==> config.mk <==
export PLATFORM = sky130hd
export DESIGN_NAME = refund_dispenser
export DESIGN_NICKNAME = d
export VERILOG_FILES = /design/src/rtl/refund_dispenser.sv
export SDC_FILE = /design/constraint.sdc
export NUM_CORES = 1
export LEC_CHECK = 0
export ABC_AREA = 1
export BUFFER_PORTS_ARGS = -buffer_cell sky130_fd_sc_hd__buf_2
export CAP_MARGIN = 20
export CORE_MARGIN = 1.5
export CORE_UTILIZATION = 40
export CTS_CLUSTER_SIZE = 25
export DETAILED_ROUTE_END_ITERATION = 12
export SLEW_MARGIN = 20
export SYNTH_ARGS = -nofsm -noshare
export SYNTH_HDL_FRONTEND = slang
export SYNTH_SLANG_ARGS = --single-unit
export TNS_END_PERCENT = 100
==> constraint.sdc <==
create_clock -name clk_i -period 2.2 [get_ports clk_i]
set_input_delay 0 -clock clk_i [delete_from_list [all_inputs] [get_ports clk_i]]
set_output_delay 0 -clock clk_i [all_outputs]
set_load 0.03 [all_outputs]
==> src/rtl/refund_dispenser.sv <==
// ============================================================================
// refund_dispenser
// ----------------------------------------------------------------------------
// Pays out a refund amount (in cash units) to a coin/note actuator. The
// amount is split greedily into 10/5/2/1 denominations, largest first, and
// one denomination is issued per four-phase req/ack handshake. Each handshake
// phase is guarded by an acknowledge timeout; a timeout parks the block in a
// sticky error state until it is aborted or reset.
//
// Ports
//   clk_i        system clock, single domain
//   rst_i        synchronous active-high reset
//   start_i      one-cycle payout request, honoured only when idle
//   abort_i      stop payout, return to idle, clear all outputs
//   amount_i     refund value 0..127, sampled with an accepted start
//   coin_ack_i   actuator acknowledge (level, already synchronised)
//   coin_req_o   dispense request (registered)
//   coin_sel_o   denomination: 0=10, 1=5, 2=2, 3=1 (registered)
//   remaining_o  units still to be paid
//   coins_out_o  coins issued in this payout, saturating at 31
//   busy_o       high while a payout is in progress
//   done_o       one-cycle pulse on payout completion
//   error_o      sticky acknowledge-timeout flag
//
// State table
//   state      | meaning
//   IDLE       | waiting for start
//   SELECT     | choose next denomination, raise coin_req
//   REQ        | coin_req high, waiting for coin_ack rise
//   RELEASE    | coin_req low, waiting for coin_ack fall
//   DONE       | one-cycle completion pulse
//   ERROR      | ack timeout; counters frozen until abort/rst
// ============================================================================
module refund_dispenser #(
    parameter int unsigned ACK_TIMEOUT = 250_000_000,
    parameter int unsigned CNT_W       = 28
) (
    input  logic       clk_i,
    input  logic       rst_i,
    input  logic       start_i,
    input  logic       abort_i,
    input  logic [6:0] amount_i,
    input  logic       coin_ack_i,
    output logic       coin_req_o,
    output logic [1:0] coin_sel_o,
    output logic [6:0] remaining_o,
    output logic [4:0] coins_out_o,
    output logic       busy_o,
    output logic       done_o,
    output logic       error_o
);

    localparam logic [2:0] ST_IDLE    = 3'd0;
    localparam logic [2:0] ST_SELECT  = 3'd1;
    localparam logic [2:0] ST_REQ     = 3'd2;
    localparam logic [2:0] ST_RELEASE = 3'd3;
    localparam logic [2:0] ST_DONE    = 3'd4;
    localparam logic [2:0] ST_ERROR   = 3'd5;

    localparam logic [1:0] SEL_10 = 2'd0;
    localparam logic [1:0] SEL_5  = 2'd1;
    localparam logic [1:0] SEL_2  = 2'd2;
    localparam logic [1:0] SEL_1  = 2'd3;

    // The ack timer is a down-counter loaded with ACK_TIMEOUT-1 and expiring
    // on terminal count zero, so a phase may last exactly ACK_TIMEOUT cycles.
    localparam logic [CNT_W-1:0] TMR_LOAD = CNT_W'(ACK_TIMEOUT - 32'd1);

    localparam logic [4:0] COINS_MAX = 5'd31;

    logic [2:0]       state_q,     state_d;
    logic             coin_req_q,  coin_req_d;
    logic [1:0]       coin_sel_q,  coin_sel_d;
    logic [6:0]       remaining_q, remaining_d;
    logic [4:0]       coins_q,     coins_d;
    logic [CNT_W-1:0] tmr_q,       tmr_d;

    logic             tmr_expired;

    // Largest denomination not exceeding the outstanding amount.
    function automatic logic [1:0] pick_denom(input logic [6:0] rem);
        if (rem >= 7'd10) begin
            pick_denom = SEL_10;
        end else if (rem >= 7'd5) begin
            pick_denom = SEL_5;
        end else if (rem >= 7'd2) begin
            pick_denom = SEL_2;
        end else begin
            pick_denom = SEL_1;
        end
    endfunction

    function automatic logic [6:0] denom_value(input logic [1:0] sel);
        case (sel)
            SEL_10:  denom_value = 7'd10;
            SEL_5:   denom_value = 7'd5;
            SEL_2:   denom_value = 7'd2;
            default: denom_value = 7'd1;
        endcase
    endfunction

    assign tmr_expired = (tmr_q == '0);

    always_comb begin
        state_d     = state_q;
        coin_req_d  = coin_req_q;
        coin_sel_d  = coin_sel_q;
        remaining_d = remaining_q;
        coins_d     = coins_q;
        tmr_d       = tmr_q;

        if (abort_i) begin
            // Abort outranks start and coin_ack in every state.
            state_d     = ST_IDLE;
            coin_req_d  = 1'b0;
            coin_sel_d  = 2'd0;
            remaining_d = 7'd0;
            coins_d     = 5'd0;
            tmr_d       = '0;
        end else begin
            case (state_q)
                ST_IDLE: begin
                    if (start_i) begin
                        remaining_d = amount_i;
                        coins_d     = 5'd0;
                        // A zero refund completes without touching the actuator.
                        state_d     = (amount_i != 7'd0) ? ST_SELECT : ST_DONE;
                    end
                end

                ST_SELECT: begin
                    coin_sel_d = pick_denom(remaining_q);
                    coin_req_d = 1'b1;
                    tmr_d      = TMR_LOAD;
                    state_d    = ST_REQ;
                end

                ST_REQ: begin
                    if (coin_ack_i) begin
                        // coin_sel never exceeds remaining, so no underflow.
                        coin_req_d  = 1'b0;
                        remaining_d = remaining_q - denom_value(coin_sel_q);
                        if (coins_q != COINS_MAX) begin
                            coins_d = coins_q + 5'd1;
                        end
                        tmr_d   = TMR_LOAD;
                        state_d = ST_RELEASE;
                    end else if (tmr_expired) begin
                        coin_req_d = 1'b0;
                        state_d    = ST_ERROR;
                    end else begin
                        tmr_d = tmr_q - 1'b1;
                    end
                end

                ST_RELEASE: begin
                    if (!coin_ack_i) begin
                        state_d = (remaining_q == 7'd0) ? ST_DONE : ST_SELECT;
                    end else if (tmr_expired) begin
                        state_d = ST_ERROR;
                    end else begin
                        tmr_d = tmr_q - 1'b1;
                    end
                end

                ST_DONE: begin
                    state_d = ST_IDLE;
                end

                ST_ERROR: begin
                    // Frozen for diagnostics; only abort or rst leaves here.
                    coin_req_d = 1'b0;
                end

                default: begin
                    state_d    = ST_IDLE;
                    coin_req_d = 1'b0;
                end
            endcase
        end
    end

    always_ff @(posedge clk_i) begin
        if (rst_i) begin
            state_q     <= ST_IDLE;
            coin_req_q  <= 1'b0;
            coin_sel_q  <= 2'd0;
            remaining_q <= 7'd0;
            coins_q     <= 5'd0;
            tmr_q       <= '0;
        end else begin
            state_q     <= state_d;
            coin_req_q  <= coin_req_d;
            coin_sel_q  <= coin_sel_d;
            remaining_q <= remaining_d;
            coins_q     <= coins_d;
            tmr_q       <= tmr_d;
        end
    end

    assign coin_req_o  = coin_req_q;
    assign coin_sel_o  = coin_sel_q;
    assign remaining_o = remaining_q;
    assign coins_out_o = coins_q;
    assign busy_o      = (state_q == ST_SELECT) || (state_q == ST_REQ) ||
                         (state_q == ST_RELEASE);
    assign done_o      = (state_q == ST_DONE);
    assign error_o     = (state_q == ST_ERROR);

endmodule

=== Yosys cells after proc, flatten, opt, wreduce, memory -nomap -nowiden ===
Index checks and enable logic that the tools add are counted.

* Bits in registers: 46
* Bits of input ports: 12
* Output and inout bits: 18
* Logic and storage cells: 71

* Add/subtract/negate cells: 3
* $lt $le $gt $ge: 3
* Equal/unequal tests: 13
* Multiplexer cells: 28
* Bitwise gates (word level): 2
* Reductions and logical operators: 16

{| class="wikitable"
|+ Operators with widths
! cell !! count
|-
| $mux 28 || 3
|-
| $pmux 28 s3 || 1
|-
| $mux 7 || 5
|-
| $logic_not 28->1 || 1
|-
| $sub 28x1->28 const B || 1
|-
| $mux 3 || 6
|-
| $mux 5 || 3
|-
| $pmux 3 s5 || 1
|-
| $pmux 7 s2 || 1
|-
| $pmux 4 s3 || 1
|-
| $pmux 5 s2 || 1
|-
| $ne 2x2->1 const B || 4
|-
| $ge 7x2->1 const B || 1
|-
| $ge 7x3->1 const B || 1
|-
| $ge 7x4->1 const B || 1
|-
| $logic_not 7->1 || 1
|-
| $reduce_bool 7->1 || 1
|-
| $sub 7x7->7 || 1
|-
| $eq 3x2->1 const B || 2
|-
| $eq 3x3->1 const B || 2
|-
| $reduce_and 2->1 || 3
|-
| $add 5x1->5 const B || 1
|-
| $ne 5x5->1 const B || 1
|-
| $mux 2 || 2
|-
| 16 further kinds || 20
|}

=== Depth between registers and ports, before layout ===
* Word-level depth: 8
* Mapped depth: 13

=== Least setup slack after synthesis ===
Ideal clock, no wire load.

* Path kind: register to register
* Start point: register coin_sel_q[0] (netlist: coin_sel_o[0])
* End point: register remaining_q[6] (netlist: remaining_o[6])
* Library setup time: 132 ps
* Arrival: 1952 ps
* Data required time: 2068 ps
* Slack: 116 ps
* Stages on the path, launching flop included: 11
* Buffers on the path: 0
* Clock period less this slack: 2084 ps
* Path through: dfxtp_1 -> ha_1 -> inv_1 -> fa_1 -> nand2_1 -> nand2_1 -> a21oi_1 -> nand3b_1 -> xnor2_1 -> o21ai_0 -> a21oi_1

* Longest elaborated chain between the ends: 8
* Elaborated cells between the ends (all ways): 10
* Those cells by class: add/sub (1); eq/ne (2); mux (6); reduce/logical (1)

{| class="wikitable"
|+ RTL lines
! what !! line !! text
|-
| start: declaration || 73 || <nowiki>logic [1:0] coin_sel_q, coin_sel_d;</nowiki>
|-
| start signal: assignment || 194 || <nowiki>coin_sel_q <= coin_sel_d;</nowiki>
|-
| $eq 2x2->1, or another cell as far along || 94 || <nowiki>case (sel)</nowiki>
|-
| $pmux 4 s3 (*) || 94 ||
|-
| $mux 7 (*) || 139 || <nowiki>if (coin_ack_i) begin</nowiki>
|-
| $mux 7 (*) || 121 || <nowiki>case (state_q)</nowiki>
|-
| $mux 7 (*) || 112 || <nowiki>if (abort_i) begin</nowiki>
|-
| $sub 7x7->7 (*) || 142 || <nowiki>remaining_d = remaining_q - denom_value(coin_sel_q);</nowiki>
|-
| $mux 7 (*) || 139 ||
|-
| $pmux 7 s2 (*) || 121 ||
|-
| end signal: assignment || 195 || <nowiki>remaining_q <= remaining_d;</nowiki>
|-
| end: declaration || 74 || <nowiki>logic [6:0] remaining_q, remaining_d;</nowiki>
|}

Every way passes the cells marked *; elsewhere a longest branch is shown, timed or not. The select of a mux whose other input is x is not followed.
A chain may end at the register's enable or synchronous reset.

=== Worst setup path in the final report ===
* Start point: register tmr_q[0]
* End point: register tmr_q[16]

* Longest elaborated chain between the ends: 4
* Elaborated cells between the ends (all ways): 6
* Those cells by class: add/sub (1); mux (4); reduce/logical (1)

{| class="wikitable"
|+ RTL lines
! what !! line !! text
|-
| start: declaration || 76 || <nowiki>logic [CNT_W-1:0] tmr_q, tmr_d;</nowiki>
|-
| start signal: assignment || 197 || <nowiki>tmr_q <= tmr_d;</nowiki>
|-
| $sub 28x1->28 or $logic_not 28->1 (tied branches) || 152, 162, 102 ||
|-
| $mux 28 (*) || 148, 159 ||
|-
| $mux 28 (on tied branches) || 157, 139 ||
|-
| $pmux 28 s3 (*) || 121 ||
|}

Marked as above.

==> impl_metrics.ini <==
[synthesis]
netlist_area_um2 = 3020
ys_warn_count = 0
seq_area_frac_synth = 0.305
synth_cell_types = 43
yosys_most_used_dff = dfxtp_1
syn_nets = 478
async_flop_share = 0
synth_area_per_cell_um2 = 6.60
synth_edf_count = 0
synth-seq-cells = 46
synth_cells = 457

[clock_network]
clock_path_buffers = 2
clk_pin_slew_ns = 0.09
clockRootBuffer = clkbuf_8
clk_latency_ns = 0.30
cts_made_buffers = 5
clock-sinks = 46
cts_tree = yes
htreeDepth = 2

[status]
outcome = completed

[timing]
rsz0062_at_grt = no
holdWs_ns = 0.0465
worst_pin_slew_ns = 0.530
tns_ns = 0
hold_violations = 0
finalSetupViolCount = 0
fin_crit_ns = 1.95
maxSlewViolCount = 0
period_share = 0.889
max_freq_mhz = 512
slew_headroom = 0.647
clock_skew_ns = 0.0122

[detailed_routing]
vias = 2936
drtIter0Drc = 114
routed_wl_um = 7330
wire_per_inst_um = 12.4
drc = 0
final_antenna_net_count = 0
viasPerCell = 4.98
first_pass_iters = 4

[floorplan]
die_h_um = 89.8
dieArea_um2 = 8070
io_pins = 30
die_w_um = 89.8
start_util = 0.414
core_um2 = 7290
row_count = 31

[worst_setup_path]
cp_data_arrival_time_ns = 2.15
start_kind = register
crit_path_end_kind = register
crit_required_ns = 2.39
worstPathMaxFanout = 13
critPathKind = register to register

[place]
place.gp.congestion = 0.880
dp_hpwl_um = 5660
port_buffers = 29
placed_cell_area_um2 = 3270

[global_route]
grt_overflow = 0
antenna_found_initial = 0
grt_pass1_wl_um = 12900
grt_max_degree = 19
grt_pass1_vias = 2820
grt_usage = 0.194

[finish]
utilization = 0.464
stdcell_area_um2 = 3380
area_growth_syn_to_layout_pct = 12.2
antenna_cells_inserted = 0
drive_gt1_frac = 0.173
nets = 511

[power_and_ir_drop]
max-vdd-ir-drop_v = 0.000342
cellLeakagePower_nw = 1.68
power.density_nw_per_um2 = 709
finalPower_mw = 2.40

[flow_run]
max-cap-violations = 0

[worst_hold_path]
hold_class = primary input to register
path summary, 6_finish.rpt:
check	startpoint	end	slack, ns	cells after the start
worst max register to register	tmr_q[0]	tmr_q[16]	0.25	11
worst min register to register	coin_req_o	coin_req_o	0.47	2
worst max-delay path	tmr_q[0]	tmr_q[16]	0.25	11
worst min-delay path	amount_i[3]	remaining_o[3]	0.05	3
cell usage in the layout (no fill, tap or decap), types with 3 or more instances in the layout:
| master | synthesis | layout |
|---|---|---|
| a211oi_1 | 3 | 3 |
| a21oi_1 | 34 | 34 |
| a31oi_1 | 3 | 3 |
| buf_2 | 1 | 29 |
| buf_4 | 1 | 3 |
| clkbuf_8 | 0 | 5 |
| dfxtp_1 | 46 | 45 |
| ha_1 | 8 | 8 |
| inv_1 | 62 | 62 |
| inv_2 | 7 | 7 |
| nand2_1 | 86 | 86 |
| nand2_2 | 9 | 9 |
| nand3_1 | 25 | 25 |
| nand4_1 | 11 | 11 |
| nor2_1 | 62 | 62 |
| nor2_2 | 7 | 7 |
| nor2_4 | 9 | 9 |
| nor3_1 | 9 | 9 |
| o211ai_1 | 3 | 3 |
| o21ai_0 | 22 | 22 |
| o21ai_1 | 10 | 10 |
| or2_1 | 3 | 3 |
| xnor2_1 | 3 | 3 |
| xor2_1 | 5 | 5 |
stage by stage:
step,std cells,setup slack [ns]
after floorplan,457,0.116
after global placement,582,0.268
after detailed placement,582,0.190
after CTS,590,0.176
after global routing,590,0.0626
final,590,0.245
power breakdown:
group	switching, mW	internal, mW	leakage, nW
Clock	0.299	0.339	0.0514
Combinational	0.573	0.274	1.25
Sequential	0.0408	0.873	0.374
critical path, cell delays in order, from the launching register on:
cell	delay, ns
dfxtp_1	0.34
inv_1	0.09
ha_1	0.23
nand2_1	0.07
nor2_1	0.07
nand2_2	0.09
nor2_4	0.06
nor2_4	0.31
nand3_2	0.17
nor2_2	0.18
xor2_1	0.17
nor2_1	0.05
cells in the mapped netlist, drive strengths merged (2+ instances only):
| master | number | area (um2) |
|---|---|---|
| nand3b | 2 | 15.0 |
| nand4 | 13 | 93.8 |
| a31oi | 3 | 18.8 |
| nor3 | 10 | 55.1 |
| a21oi | 34 | 170 |
| xor2 | 5 | 43.8 |
| xnor2 | 3 | 26.3 |
| buf | 3 | 23.8 |
| nor2 | 78 | 378 |
| ha | 8 | 100 |
| o21ai | 34 | 185 |
| inv | 70 | 265 |
| a211oi | 3 | 22.5 |
| nand2 | 96 | 390 |
| nand3 | 27 | 145 |
| dfxtp | 46 | 921 |
| and2 | 2 | 12.5 |
| nor3b | 2 | 25.0 |
| clkbuf | 3 | 11.3 |
| o211ai | 3 | 22.5 |
| or2 | 6 | 37.5 |
cell families after synthesis:
kind of cell	count (synthesis)	synth area share
and+or+nand+nor	238	0.386
AOI/OAI and AO/OA	79	0.144
buffers and inverters	77	0.101
DFF	46	0.305
adders and majority gates	9	0.0398
xor gates and xnor gates	8	0.0232
state kept, by name, summed over array words and instances, names as in the netlist:
name and cells:
tmr_q 28, remaining_o 7, coins_out_o 5, state_q 3, coin_sel_o 2, coin_req_o 1
final cells by class:
type / count / area, um2
multi-input cells: 334 / 1790
repair buffers: 32 / 168
fillers: 783 / 3910
flip-flops and latches: 46 / 922
clock buffers: 6 / 72.6
clock inverters: 2 / 37.5
well taps: 99 / 124
inverters: 71 / 269
metal layers:
layer	vias up	global-route usage	part of all wire
met3	11	0.0330	0.058
met5	-	0	0
met4	0	0.0714	0.016
li1	1546	-	-
met1	1303	0.259	0.49
met2	76	0.314	0.43
timing repair:
item                                    CTS  global route
hold buffers                              0             0
endpoints found under the hold margin     0             0
buffers inserted                          0             0
endpoints found under the setup margin    0             1
gates resized for setup                   0             1
(Power assumes the default switching activity.)
